`src/rtl/ysyx_24090003_wbu_if.sv`:
```
// Handshake bundle between the WBU, the EXU result channel and the load-data channel.
// The slave view is the WBU itself; the master view is whatever drives it.
interface ysyx_24090003_wbu_if;
    logic        in_valid;
    logic        in_ready;
    logic [4:0]  in_rd;
    logic        in_wen;
    logic [31:0] in_result;
    logic        in_is_load;
    logic [2:0]  in_funct3;
    logic [1:0]  in_addr_lo;
    logic        mem_rvalid;
    logic [31:0] mem_rdata;
    logic        mem_rready;

    modport slave (
        input  in_valid, in_rd, in_wen, in_result, in_is_load, in_funct3, in_addr_lo,
        input  mem_rvalid, mem_rdata,
        output in_ready, mem_rready
    );

    modport master (
        output in_valid, in_rd, in_wen, in_result, in_is_load, in_funct3, in_addr_lo,
        output mem_rvalid, mem_rdata,
        input  in_ready, mem_rready
    );
endinterface

```
`src/rtl/ysyx_24090003_wbu.sv`:
```
// Write-back unit: retires EXU results or formatted load data into the register file,
// abandoning loads whose data never arrives within MEM_TIMEOUT cycles.
module ysyx_24090003_wbu #(
    parameter int unsigned MEM_TIMEOUT = 255
) (
    input  logic               cpu_clk,
    input  logic               cpu_rst,
    ysyx_24090003_wbu_if.slave bus,
    output logic [4:0]         EXrd,
    output logic               reg_write_enable,
    output logic [31:0]        reg_write_data,
    output logic               wb_done,
    output logic               load_err
);
    typedef enum logic [1:0] {IDLE = 2'd0, WAIT_MEM = 2'd1, WRITE = 2'd2} state_e;

    localparam logic [8:0] TIMEOUT = 9'(MEM_TIMEOUT);

    state_e      state_q, state_d;
    logic [4:0]  rd_q, rd_d;
    logic        wen_q, wen_d;
    logic [2:0]  funct3_q, funct3_d;
    logic [1:0]  addrLo_q, addrLo_d;
    logic [7:0]  cnt_q, cnt_d;
    logic [4:0]  exrd_q, exrd_d;
    logic [31:0] wdata_q, wdata_d;
    logic        we_q, we_d;
    logic        done_q, done_d;
    logic        err_q, err_d;
    logic [7:0]  byteSel;
    logic [15:0] halfSel;
    logic [31:0] loadData;

    always_comb begin
        byteSel = bus.mem_rdata[7:0];
        case (addrLo_q)
            2'd1:    byteSel = bus.mem_rdata[15:8];
            2'd2:    byteSel = bus.mem_rdata[23:16];
            2'd3:    byteSel = bus.mem_rdata[31:24];
            default: byteSel = bus.mem_rdata[7:0];
        endcase
        halfSel = addrLo_q[1] ? bus.mem_rdata[31:16] : bus.mem_rdata[15:0];
        case (funct3_q)
            3'b000:  loadData = {{24{byteSel[7]}}, byteSel};
            3'b001:  loadData = {{16{halfSel[15]}}, halfSel};
            3'b100:  loadData = {24'd0, byteSel};
            3'b101:  loadData = {16'd0, halfSel};
            default: loadData = bus.mem_rdata;
        endcase
    end

    // Non-loads go straight to WRITE with their result; a data handshake in WAIT_MEM wins over the timeout.
    always_comb begin
        state_d  = state_q;
        rd_d     = rd_q;
        wen_d    = wen_q;
        funct3_d = funct3_q;
        addrLo_d = addrLo_q;
        cnt_d    = cnt_q;
        exrd_d   = exrd_q;
        wdata_d  = wdata_q;
        we_d     = 1'b0;
        done_d   = 1'b0;
        err_d    = err_q;
        case (state_q)
            IDLE: begin
                if (bus.in_valid) begin
                    rd_d     = bus.in_rd;
                    wen_d    = bus.in_wen;
                    funct3_d = bus.in_funct3;
                    addrLo_d = bus.in_addr_lo;
                    if (bus.in_is_load) begin
                        state_d = WAIT_MEM;
                        cnt_d   = 8'd0;
                    end else begin
                        state_d = WRITE;
                        exrd_d  = bus.in_rd;
                        wdata_d = bus.in_result;
                        we_d    = bus.in_wen && (bus.in_rd != 5'd0);
                        done_d  = 1'b1;
                    end
                end
            end
            WAIT_MEM: begin
                if (bus.mem_rvalid) begin
                    state_d = WRITE;
                    exrd_d  = rd_q;
                    wdata_d = loadData;
                    we_d    = wen_q && (rd_q != 5'd0);
                    done_d  = 1'b1;
                end else if (({1'b0, cnt_q} + 9'd1) >= TIMEOUT) begin
                    state_d = IDLE;
                    done_d  = 1'b1;
                    err_d   = 1'b1;
                end else begin
                    cnt_d = cnt_q + 8'd1;
                end
            end
            WRITE:   state_d = IDLE;
            default: state_d = IDLE;
        endcase
    end

    always_ff @(posedge cpu_clk) begin
        if (cpu_rst) begin
            state_q  <= IDLE;
            rd_q     <= 5'd0;
            wen_q    <= 1'b0;
            funct3_q <= 3'd0;
            addrLo_q <= 2'd0;
            cnt_q    <= 8'd0;
            exrd_q   <= 5'd0;
            wdata_q  <= 32'd0;
            we_q     <= 1'b0;
            done_q   <= 1'b0;
            err_q    <= 1'b0;
        end else begin
            state_q  <= state_d;
            rd_q     <= rd_d;
            wen_q    <= wen_d;
            funct3_q <= funct3_d;
            addrLo_q <= addrLo_d;
            cnt_q    <= cnt_d;
            exrd_q   <= exrd_d;
            wdata_q  <= wdata_d;
            we_q     <= we_d;
            done_q   <= done_d;
            err_q    <= err_d;
        end
    end

    assign bus.in_ready      = (state_q == IDLE);
    assign bus.mem_rready    = (state_q == WAIT_MEM);
    assign EXrd              = exrd_q;
    assign reg_write_enable  = we_q;
    assign reg_write_data    = wdata_q;
    assign wb_done           = done_q;
    assign load_err          = err_q;
endmodule

```
`src/flat_wrapper.sv`:
```
// flat-port wrapper written by rule: the top's interface ports become plain ports
module ysyx_24090003_wbu_flat 
#(
    parameter int unsigned MEM_TIMEOUT = 255
)
  (cpu_clk, cpu_rst, EXrd, reg_write_enable, reg_write_data, wb_done, load_err, bus_in_valid, bus_in_rd, bus_in_wen, bus_in_result, bus_in_is_load, bus_in_funct3, bus_in_addr_lo, bus_mem_rvalid, bus_mem_rdata, bus_in_ready, bus_mem_rready);
  ysyx_24090003_wbu_if bus_i ();
  input  logic cpu_clk;
  input  logic cpu_rst;
  output logic [4:0] EXrd;
  output logic reg_write_enable;
  output logic [31:0] reg_write_data;
  output logic wb_done;
  output logic load_err;
  input wire logic [$bits(bus_i.in_valid)-1:0] bus_in_valid;
  input wire logic [$bits(bus_i.in_rd)-1:0] bus_in_rd;
  input wire logic [$bits(bus_i.in_wen)-1:0] bus_in_wen;
  input wire logic [$bits(bus_i.in_result)-1:0] bus_in_result;
  input wire logic [$bits(bus_i.in_is_load)-1:0] bus_in_is_load;
  input wire logic [$bits(bus_i.in_funct3)-1:0] bus_in_funct3;
  input wire logic [$bits(bus_i.in_addr_lo)-1:0] bus_in_addr_lo;
  input wire logic [$bits(bus_i.mem_rvalid)-1:0] bus_mem_rvalid;
  input wire logic [$bits(bus_i.mem_rdata)-1:0] bus_mem_rdata;
  output wire logic [$bits(bus_i.in_ready)-1:0] bus_in_ready;
  output wire logic [$bits(bus_i.mem_rready)-1:0] bus_mem_rready;
  assign bus_i.in_valid = bus_in_valid;
  assign bus_i.in_rd = bus_in_rd;
  assign bus_i.in_wen = bus_in_wen;
  assign bus_i.in_result = bus_in_result;
  assign bus_i.in_is_load = bus_in_is_load;
  assign bus_i.in_funct3 = bus_in_funct3;
  assign bus_i.in_addr_lo = bus_in_addr_lo;
  assign bus_i.mem_rvalid = bus_mem_rvalid;
  assign bus_i.mem_rdata = bus_mem_rdata;
  assign bus_in_ready = bus_i.in_ready;
  assign bus_mem_rready = bus_i.mem_rready;
  ysyx_24090003_wbu #(.MEM_TIMEOUT(MEM_TIMEOUT)) u_core (.cpu_clk(cpu_clk), .cpu_rst(cpu_rst), .bus(bus_i), .EXrd(EXrd), .reg_write_enable(reg_write_enable), .reg_write_data(reg_write_data), .wb_done(wb_done), .load_err(load_err));
endmodule
```
`config.mk`:
```
export PLATFORM = sky130hd
export DESIGN_NAME = ysyx_24090003_wbu_flat
export DESIGN_NICKNAME = d
export VERILOG_FILES = /design/src/rtl/ysyx_24090003_wbu_if.sv /design/src/rtl/ysyx_24090003_wbu.sv /design/src/flat_wrapper.sv
export SDC_FILE = /design/constraint.sdc
export NUM_CORES = 1
export LEC_CHECK = 0
export CAP_MARGIN = 15
export CORE_ASPECT_RATIO = 1.1
export CORE_MARGIN = 2
export CORE_UTILIZATION = 35
export DETAILED_ROUTE_END_ITERATION = 7
export GPL_TIMING_DRIVEN = 0
export MAX_ROUTING_LAYER = met4
export PLACE_DENSITY = 0.66
export SLEW_MARGIN = 25
export SYNTH_ARGS = -nofsm -noshare
export SYNTH_HDL_FRONTEND = slang
export SYNTH_SLANG_ARGS = --single-unit
```
`constraint.sdc`:
```
create_clock -name cpu_clk -period 2.2 [get_ports cpu_clk]
set_input_delay 0.44 -clock cpu_clk [delete_from_list [all_inputs] [get_ports cpu_clk]]
set_output_delay 0.44 -clock cpu_clk [all_outputs]
set_load 0.03 [all_outputs]
```
==> impl_metrics.tcl, run 1 <==
set metrics [dict create \
    status "complete, no violations" \
    critical_path.top_delay_family "buffers and inverters" \
    setup_slack_ps 98.0 \
    die_w_um 94.6 \
    p_int_uw 2050 \
    port-buffer-count 121 \
    nNetsFinal 628 \
    cp_max_fo 10 \
    synthCells 415 \
    clockBufferDepth 2 \
    ys_seq_area_frac 0.387 \
    setup_viol 0 \
    ys.flop_type "dfxtp_1" \
    synth_edf_count 0 \
    min_period_ps 2100 \
    drt_iter0_drc 190 \
    maxCapViolCount 0 \
    yosysWarnings 0 \
    cp_slowest_cell "dfxtp_2" \
    cts-root-buf "clkbuf_8" \
    num_rows 36 \
    synth_top_cell_area_share 0.387 \
    worstSetupEndpointType "output port" \
    pwr-share-comb 0.256 \
    worst_slew_pin_slew_ps 547 \
    r2r-start "u_core.cnt_q[1]" \
    synth_nets 497 \
    path_class "register to output port" \
    synth_top_area_cell "dfxtp_1" \
    start_util 0.358 \
    synth_area_leaders "dfxtp_1, nand2_1, a311oi_1" \
    pwr-share-seq 0.408 \
    avgSynthCellArea_um2 7.61 \
    async_reset_ff_frac 0 \
    max_stage_delay_ps 450 \
    cts.sinks 61 \
    fin_worst_skew_ps 6.94 \
    dr.pass1.iters 4 \
    fp.dieH_um 104 \
    fmax_mhz 476 \
    swShare 0.316 \
    antenna_cells 0 \
    p_per_area_nw_per_um2 634 \
    worstPathArrival_ps 1660 \
    cp_data_required_time_ps 1760 \
    clock_latency_ps 340 \
    drive_gt1_frac 0.0762 \
    ant_nets 0 \
    pwr-share-clk 0.336 \
    place_ws_ps -514 \
    r2r_cells 7 \
    ys_ff_latch 61 \
    wl_um 11000 \
    instances_no_fill 665 \
    power_leakage_uw 0.00175 \
    path_clk_slew_ps 70 \
    dp_cells 650 \
    numCtsBuffers 9 \
    worst-path-buf-inv 3 \
    power.switching_uw 946 \
    vias_per_cell 5.50 \
    min_from "u_core.reg_write_data[24]" \
    grt_max_degree 13 \
    grt_first_pass_wirelength_um 17100 \
    vias 3656 \
    ff2ff_setup_slack_ps 100 \
    reg2reg_to "u_core.cnt_q[1]" \
    wl_per_cell_um 16.5 \
    synth_area_um2 3160 \
    relSlewSlack 0.634 \
    grt_overflow_total 0 \
    tritoncts "built" \
    grt_pass1_vias 3427 \
    coreArea_um2 8830 \
    holdPathEnd "u_core.reg_write_data[24]" \
    num-fill-cells 864 \
    period_share 0.955 \
    antenna_found_initial 0 \
    synth_cell_types 57 \
    hp-class "register to register" \
    hold_path_depth 2 \
    grtUsageTotal 0.227 \
    area_growth_pct 49.7 \
    die-area_um2 9800 \
    timing.critical_path.from "u_core.state_q[1]" \
    drv_slew 0 \
    num_io_pins 122 \
    htree_levels 3 \
    cp-start-kind "register" \
    dpl.hpwl_um 8310 \
    ir_drop_mv 0.370 \
    cp_cell_sequence "nand2b_1 > inv_2 > clkbuf_4 > clkdlybuf4s15_2" \
    hold_violations 0 \
    gp_congestion 0.924 \
    drc 0 \
]
[tightest hold or removal path, delay by kind of cell (launching register included)]
kind	cells	cell delay, ps
compound gates	1	50
flops	1	310
simple gates	1	50
[layout by cell type (no fill, tap or decap), types with 4 or more instances in the layout]
cell type          n
clkbuf_8           9
nand3_1            4
nand2_1           89
a221o_1            8
o221ai_1           7
clkbuf_1          18
a21oi_1           33
a311oi_1          20
buf_2              8
o21ai_1           12
nor2_1            31
o32a_1             7
nand2b_1           5
o21ai_0           35
dfxtp_1           59
and3_1             5
clkdlybuf4s50_1  119
inv_1             14
[cell usage after synthesis (3+ instances only)]
| cell | instances |
|---|---|
| clkbuf_1 | 21 |
| inv_1 | 14 |
| and3_1 | 5 |
| o21ai_1 | 12 |
| o31ai_1 | 3 |
| nor2_1 | 31 |
| a211oi_1 | 3 |
| a21oi_1 | 33 |
| dfxtp_1 | 61 |
| nand2_1 | 89 |
| nor3_1 | 3 |
| o21ai_0 | 35 |
| o221ai_1 | 7 |
| buf_2 | 8 |
| nand3_1 | 4 |
| a311oi_1 | 20 |
| o32a_1 | 7 |
| a221o_1 | 8 |
| nand2b_1 | 5 |
[worst max path at each step]
| stage | depth (start not counted) | slack, ps | to |
|---|---|---|---|
| after floorplan | 8 | 380 | u_core.cnt_q[1] |
| after global placement | 6 | -510 | bus_mem_rready |
| after detailed placement | 6 | -510 | bus_mem_rready |
| after CTS | 3 | 20 | bus_in_ready |
| after global routing | 7 | -10 | u_core.cnt_q[1] |
| final | 4 | 100 | bus_mem_rready |
[power groups by stage]
stage | logic [uW] | registers (uW) | clock network [uW]
6_report | 768 | 1220 | 1000
5_1_grt | 821 | 1230 | 1070
4_1_cts | 765 | 1220 | 1020
3_5_place_dp | 763 | 1240 | 0
3_3_place_gp | 759 | 1240 | 0
2_1_floorplan | 282 | 1350 | 0
[flip-flops by register name, indices dropped and copies added (netlist names)]
name	cells
u_core.reg_write_enable	1
u_core.addrLo_q	2
u_core.reg_write_data	32
u_core.wb_done	1
u_core.rd_q	5
u_core.load_err	1
u_core.state_q	2
u_core.cnt_q	8
u_core.wen_q	1
u_core.EXrd	5
u_core.funct3_q	3
[final cells by class]
class	instances	area, um2	share of cell area
inverters	16	60.1	0.0127
well taps	114	143	0.0302
flip-flops and latches	61	1220	0.259
multi-input cells	305	1740	0.368
clock buffers	9	124	0.0262
clock inverters	7	73.8	0.0156
repair buffers	122	1220	0.259
plain buffers	31	139	0.0294
[stage by stage]
step	hold WS [ps]	total power [uW]	cell area [um2]	util	TNS [ps]
final	449	3000	4730	0.535	0
after detailed placement	444	2010	4510	0.511	-4420
after global placement	436	2000	4510	0.511	-3990
after CTS	453	3010	4720	0.534	0
after floorplan	437	1640	3160	-	0
after global routing	476	3120	4730	0.535	-12.4
[logic make-up after synthesis]
group / share of synthesized area
DFF: 0.387
AOI/OAI and AO/OA: 0.313
adders and majority gates: 0.00792
buffers and inverters: 0.0642
xor gates and xnor gates: 0.00277
and+or+nand+nor: 0.211
muxes: 0.0143
[timing repair]
action,CTS,global route
buffers inserted,1,0
hold buffers,0,0
resized for setup,6,4
endpoints found under the setup margin,2,4
pin swaps,0,0
[routing by layer]
layer,vias up,routed length (um),track usage
met1,1719,4740,0.285
met4,0,190,0.0621
met2,141,5310,0.371
li1,1777,-,-
met3,19,718,0.0451
met5,-,0,-
(Power assumes the default switching activity.)
==> run 2, diff against run 1 <==
--- a/config.mk
+++ b/config.mk
@@ -12,7 +12,7 @@
 export DETAILED_ROUTE_END_ITERATION = 7
 export GPL_TIMING_DRIVEN = 0
 export MAX_ROUTING_LAYER = met4
-export PLACE_DENSITY = 0.66
+export PLACE_DENSITY = 0.69
 export SLEW_MARGIN = 25
 export SYNTH_ARGS = -nofsm -noshare
 export SYNTH_HDL_FRONTEND = slang
==> run 2 against run 1 <==
  * Highest routed layer unchanged
  * Clock power decreased by 9%
  * Cell count decreased by 0.15%
  * Critical path depth unchanged
  * Die area unchanged
  * Maximum frequency decreased by 3.4%
  * Utilization decreased by 0.33 points
==> impl_metrics.tcl, run 2 (synthesis gave the netlist of run 1 again) <==
set metrics [dict create \
    status "complete, no violations" \
    antenna_found_initial 0 \
    place_area_um2 4510 \
    htree_levels 3 \
    area_growth_pct 48.8 \
    tritoncts "built" \
    num-fill-cells 873 \
    p_per_area_nw_per_um2 617 \
    grt_max_degree 13 \
    drt_iter0_drc 201 \
    grt_first_pass_wirelength_um 17800 \
    drc 0 \
    worst_slew_pin_slew_ps 541 \
    vias_per_cell 5.40 \
    drive_gt1_frac 0.0782 \
    wl_per_cell_um 16.8 \
    fin_worst_skew_ps 10.9 \
    period_share 0.989 \
    path_class "register to output port" \
    ir_drop_mv 0.257 \
    cts.sinks 61 \
    grtUsageTotal 0.237 \
    coreArea_um2 8830 \
    design_area_um2 4700 \
    setup_viol 0 \
    setup_slack_ps 23.4 \
    maxCapViolCount 0 \
    cp_data_required_time_ps 1760 \
    power_leakage_uw 0.00174 \
    fp.dieH_um 104 \
    dpl.hpwl_um 8520 \
    drv_slew 0 \
    hold_path_depth 2 \
    worstSetupEndpointType "output port" \
    dr.pass1.iters 5 \
    ctsResizeCount 7 \
    clockBufferDepth 2 \
    rsz0062_at_grt "yes" \
    min_period_ps 2180 \
    port-buffer-count 121 \
    nNetsFinal 627 \
    die-area_um2 9800 \
    relSlewSlack 0.638 \
    layout_common_cells "clkdlybuf4s50_1, nand2_1, dfxtp_1" \
    antenna_cells 0 \
    clock_latency_ps 350 \
    worstPathArrival_ps 1740 \
    largest_reg_flops 32 \
    gp_congestion 0.925 \
    postCtsSetupBuffers 0 \
    num_rows 36 \
    vias 3586 \
    hp-class "register to register" \
    finalCoreUtilization 0.532 \
    grt_overflow_total 0 \
    hold_violations 0 \
    fmax_mhz 459 \
    setup_tns_ps 0 \
    ant_nets 0 \
    cts-root-buf "clkbuf_8" \
    grt_pass1_vias 3505 \
    cts_hold_buf 0 \
    r2r_cells 7 \
    power_uw 2900 \
    cp-start-kind "register" \
    place_ws_ps -447 \
    die_w_um 94.6 \
    path_clk_slew_ps 70 \
    start_util 0.358 \
    final_common_cell "clkdlybuf4s50_1" \
    numCtsBuffers 9 \
    wl_um 11100 \
    num_io_pins 122 \
    cp_max_fo 10 \
]
-- run 2: per-layer routing --
layer | GRT usage | up-vias | wire (um)
li1 | - | 1769 | -
met1 | 0.294 | 1679 | 4820
met2 | 0.381 | 117 | 5400
met3 | 0.0364 | 21 | 656
met4 | 0.0994 | 0 | 263
met5 | - | - | 0
-- run 2: worst paths after layout --
kind	startpoint	to	slack, ps
min	u_core.reg_write_data[20]	u_core.reg_write_data[20]	450
max reg2reg	u_core.cnt_q[0]	u_core.cnt_q[1]	140
max	u_core.state_q[1]	bus_mem_rready	20
min reg2reg	u_core.reg_write_data[20]	u_core.reg_write_data[20]	450
-- run 2: layout make-up --
cell class                      instances  area, um2  area share
Clock inverter                          7       51.3      0.0109
Tap cell                              114        143      0.0304
Clock buffer                            9        124      0.0264
Sequential cell                        61       1220       0.260
Timing Repair Buffer                  121       1210       0.259
Multi-Input combinational cell        305       1740       0.370
Inverter                               16       62.6      0.0133
Buffer                                 31        140      0.0298
-- run 2: power breakdown --
group          internal [uW]  switching, uW
Clock                    411            502
Combinational            343            421
Sequential              1180           45.3
-- run 2: critical path, stage by stage (launching register included) --
cell and delay [ps]:
dfxtp_1 400, nand2b_2 300, inv_4 150, clkbuf_4 220
clkdlybuf4s15_2 310
-- run 2: stage by stage --
stage	hold WS (ps)	std cells
after floorplan	437	415
after global placement	435	650
after detailed placement	441	650
after CTS	450	664
after global routing	470	664
final	451	664
==> run 3, diff against run 2 <==
--- a/config.mk
+++ b/config.mk
@@ -7,7 +7,6 @@
 export LEC_CHECK = 0
 export CAP_MARGIN = 15
 export CORE_ASPECT_RATIO = 1.1
-export CORE_MARGIN = 2
 export CORE_UTILIZATION = 35
 export DETAILED_ROUTE_END_ITERATION = 7
 export GPL_TIMING_DRIVEN = 0
==> run 3 against run 2 <==
  * Cell count shrank 0.45%
  * Utilization rose by 2.0 points
  * Power increased by 7.6%
  * Critical endpoint unchanged
  * Sequential share of layout area fell by 0.24 points
  * Largest cell class unchanged
==> impl_metrics.tcl, run 3 (synthesis gave the netlist of run 1 again) <==
set metrics [dict create \
    grt_pass1_vias 3543 \
    min_period_ps 2060 \
    pwr-share-clk 0.363 \
    grt_overflow_total 0 \
    power.switching_uw 956 \
    postCtsSetupBuffers 0 \
    m1WireLength_um 4570 \
    hp-class "register to register" \
    path_clk_slew_ps 70 \
    top_layer "met4" \
    vias 3626 \
    hold_slack_ps 448 \
    relSlewSlack 0.668 \
    num_rows 35 \
    final_common_cell "clkdlybuf4s50_1" \
    critical_path.top_delay_family "buffers and inverters" \
    met3_length_um 744 \
    design_area_um2 4740 \
    grtUsageTotal 0.242 \
    swShare 0.306 \
    coreArea_um2 8580 \
    pwr-share-seq 0.392 \
    drt_iter0_drc 169 \
    max_stage_delay_ps 390 \
    power_leakage_uw 0.00176 \
    fin_worst_skew_ps 8.71 \
    setup_viol 0 \
    rsz0062_at_grt "no" \
    nNetsFinal 627 \
    fmax_mhz 486 \
    place_ws_ps -494 \
    ant_nets 0 \
    cp_cell_sequence "nand2b_2 > inv_4 > clkbuf_4 > buf_2" \
    regArea_um2 1220 \
    ir_drop_mv 0.304 \
    status "complete, no violations" \
    wl_met2_um 5280 \
    worst-path-buf-inv 3 \
    grt_max_degree 13 \
    antenna_found_initial 0 \
    setup_slack_ps 143 \
    vias_per_cell 5.49 \
    worstPathArrival_ps 1620 \
    worstSetupEndpointType "output port" \
    largest_reg_flops 32 \
    cts_hold_buf 0 \
    wl_per_cell_um 16.4 \
    cp_max_fo 10 \
    hold_violations 0 \
    port-buffer-count 121 \
    drv_slew 0 \
    clock_latency_ps 350 \
    pwr-share-comb 0.245 \
    numCtsBuffers 9 \
    cts-root-buf "clkbuf_8" \
    cp_data_required_time_ps 1760 \
    period_share 0.935 \
    start_util 0.368 \
    place_area_um2 4510 \
    cp_slowest_cell "dfxtp_2" \
    multi_input_area_um2 1750 \
    tritoncts "built" \
    die-area_um2 9410 \
    p_int_uw 2160 \
    grt_first_pass_wirelength_um 17200 \
    area_growth_pct 50.2 \
    drive_gt1_frac 0.0782 \
    worst_slew_pin_slew_ps 497 \
    antenna_cells 0 \
    cp-start-kind "register" \
    die_w_um 92.6 \
    layout_common_cells "clkdlybuf4s50_1, nand2_1, dfxtp_1" \
    cts.sinks 61 \
    gp_congestion 0.958 \
    fp.dieH_um 102 \
    maxCapViolCount 0 \
    htree_levels 3 \
    num_io_pins 122 \
    dpl.hpwl_um 8250 \
    finalCoreUtilization 0.552 \
    dr.pass1.iters 5 \
    num-fill-cells 841 \
    path_class "register to output port" \
    clockBufferDepth 2 \
    wl_um 10800 \
    p_per_area_nw_per_um2 658 \
    drc 0 \
]
==> run 3: cell types whose count changed in the layout (fill, tap and decap cells not counted), sizes merged <==
cell | previous run | this run
bufinv | 0 | 2
clkinv | 5 | 4
clkdlybuf4s15 | 1 | 0
clkinvlp | 2 | 1
buf | 11 | 12
==> run 3: power groups by stage <==
stage | logic [uW] | clock network, uW | registers [uW]
after global placement | 755 | 0 | 1240
final | 765 | 1130 | 1220
after floorplan | 282 | 0 | 1350
after CTS | 764 | 1140 | 1220
after global routing | 823 | 1200 | 1230
after detailed placement | 763 | 0 | 1250
==> run 3: tightest hold or removal path: cells and delay by family, from the launching register on <==
family	cells	cell delay, ps
AOI/OAI and AO/OA	1	50
DFF	1	310
and+or+nand+nor	1	50
==> run 3: area by class of cell <==
cell class / instances / share of cell area
buffer: 31 / 0.0293
clock inverter: 7 / 0.0208
multi-input combinational: 305 / 0.368
tap: 111 / 0.0293
timing repair buffer: 121 / 0.255
clock buffer: 9 / 0.0261
inverter: 16 / 0.0132
sequential: 61 / 0.258
==> run 3: repair_timing <==
item | in CTS | in global routing
gates cloned | 0 | 0
pin swaps | 0 | 0
endpoints found under the setup margin | 1 | 9
resized for setup | 8 | 7
==> run 3: metal layers <==
layer | track usage | vias up
met5 | - | -
met4 | 0.0877 | 0
met3 | 0.0443 | 22
met2 | 0.419 | 130
met1 | 0.279 | 1704
li1 | - | 1770
==> run 3: worst paths after layout <==
kind / depth (start not counted) / endpoint / slack [ps] / from
max reg2reg: 7 / u_core.cnt_q[1] / 150 / u_core.cnt_q[1]
min reg2reg: 2 / u_core.reg_write_data[21] / 450 / u_core.reg_write_data[21]
min: 2 / u_core.reg_write_data[21] / 450 / u_core.reg_write_data[21]
max: 4 / bus_mem_rready / 140 / u_core.state_q[1]
==> run 3: per-stage QoR <==
step           TNS [ps]  cells  total power [uW]
2_1_floorplan         0    415              1640
3_3_place_gp      -3120    647              2000
3_5_place_dp      -4080    647              2010
4_1_cts               0    661              3130
5_1_grt               0    661              3260
6_report              0    661              3120
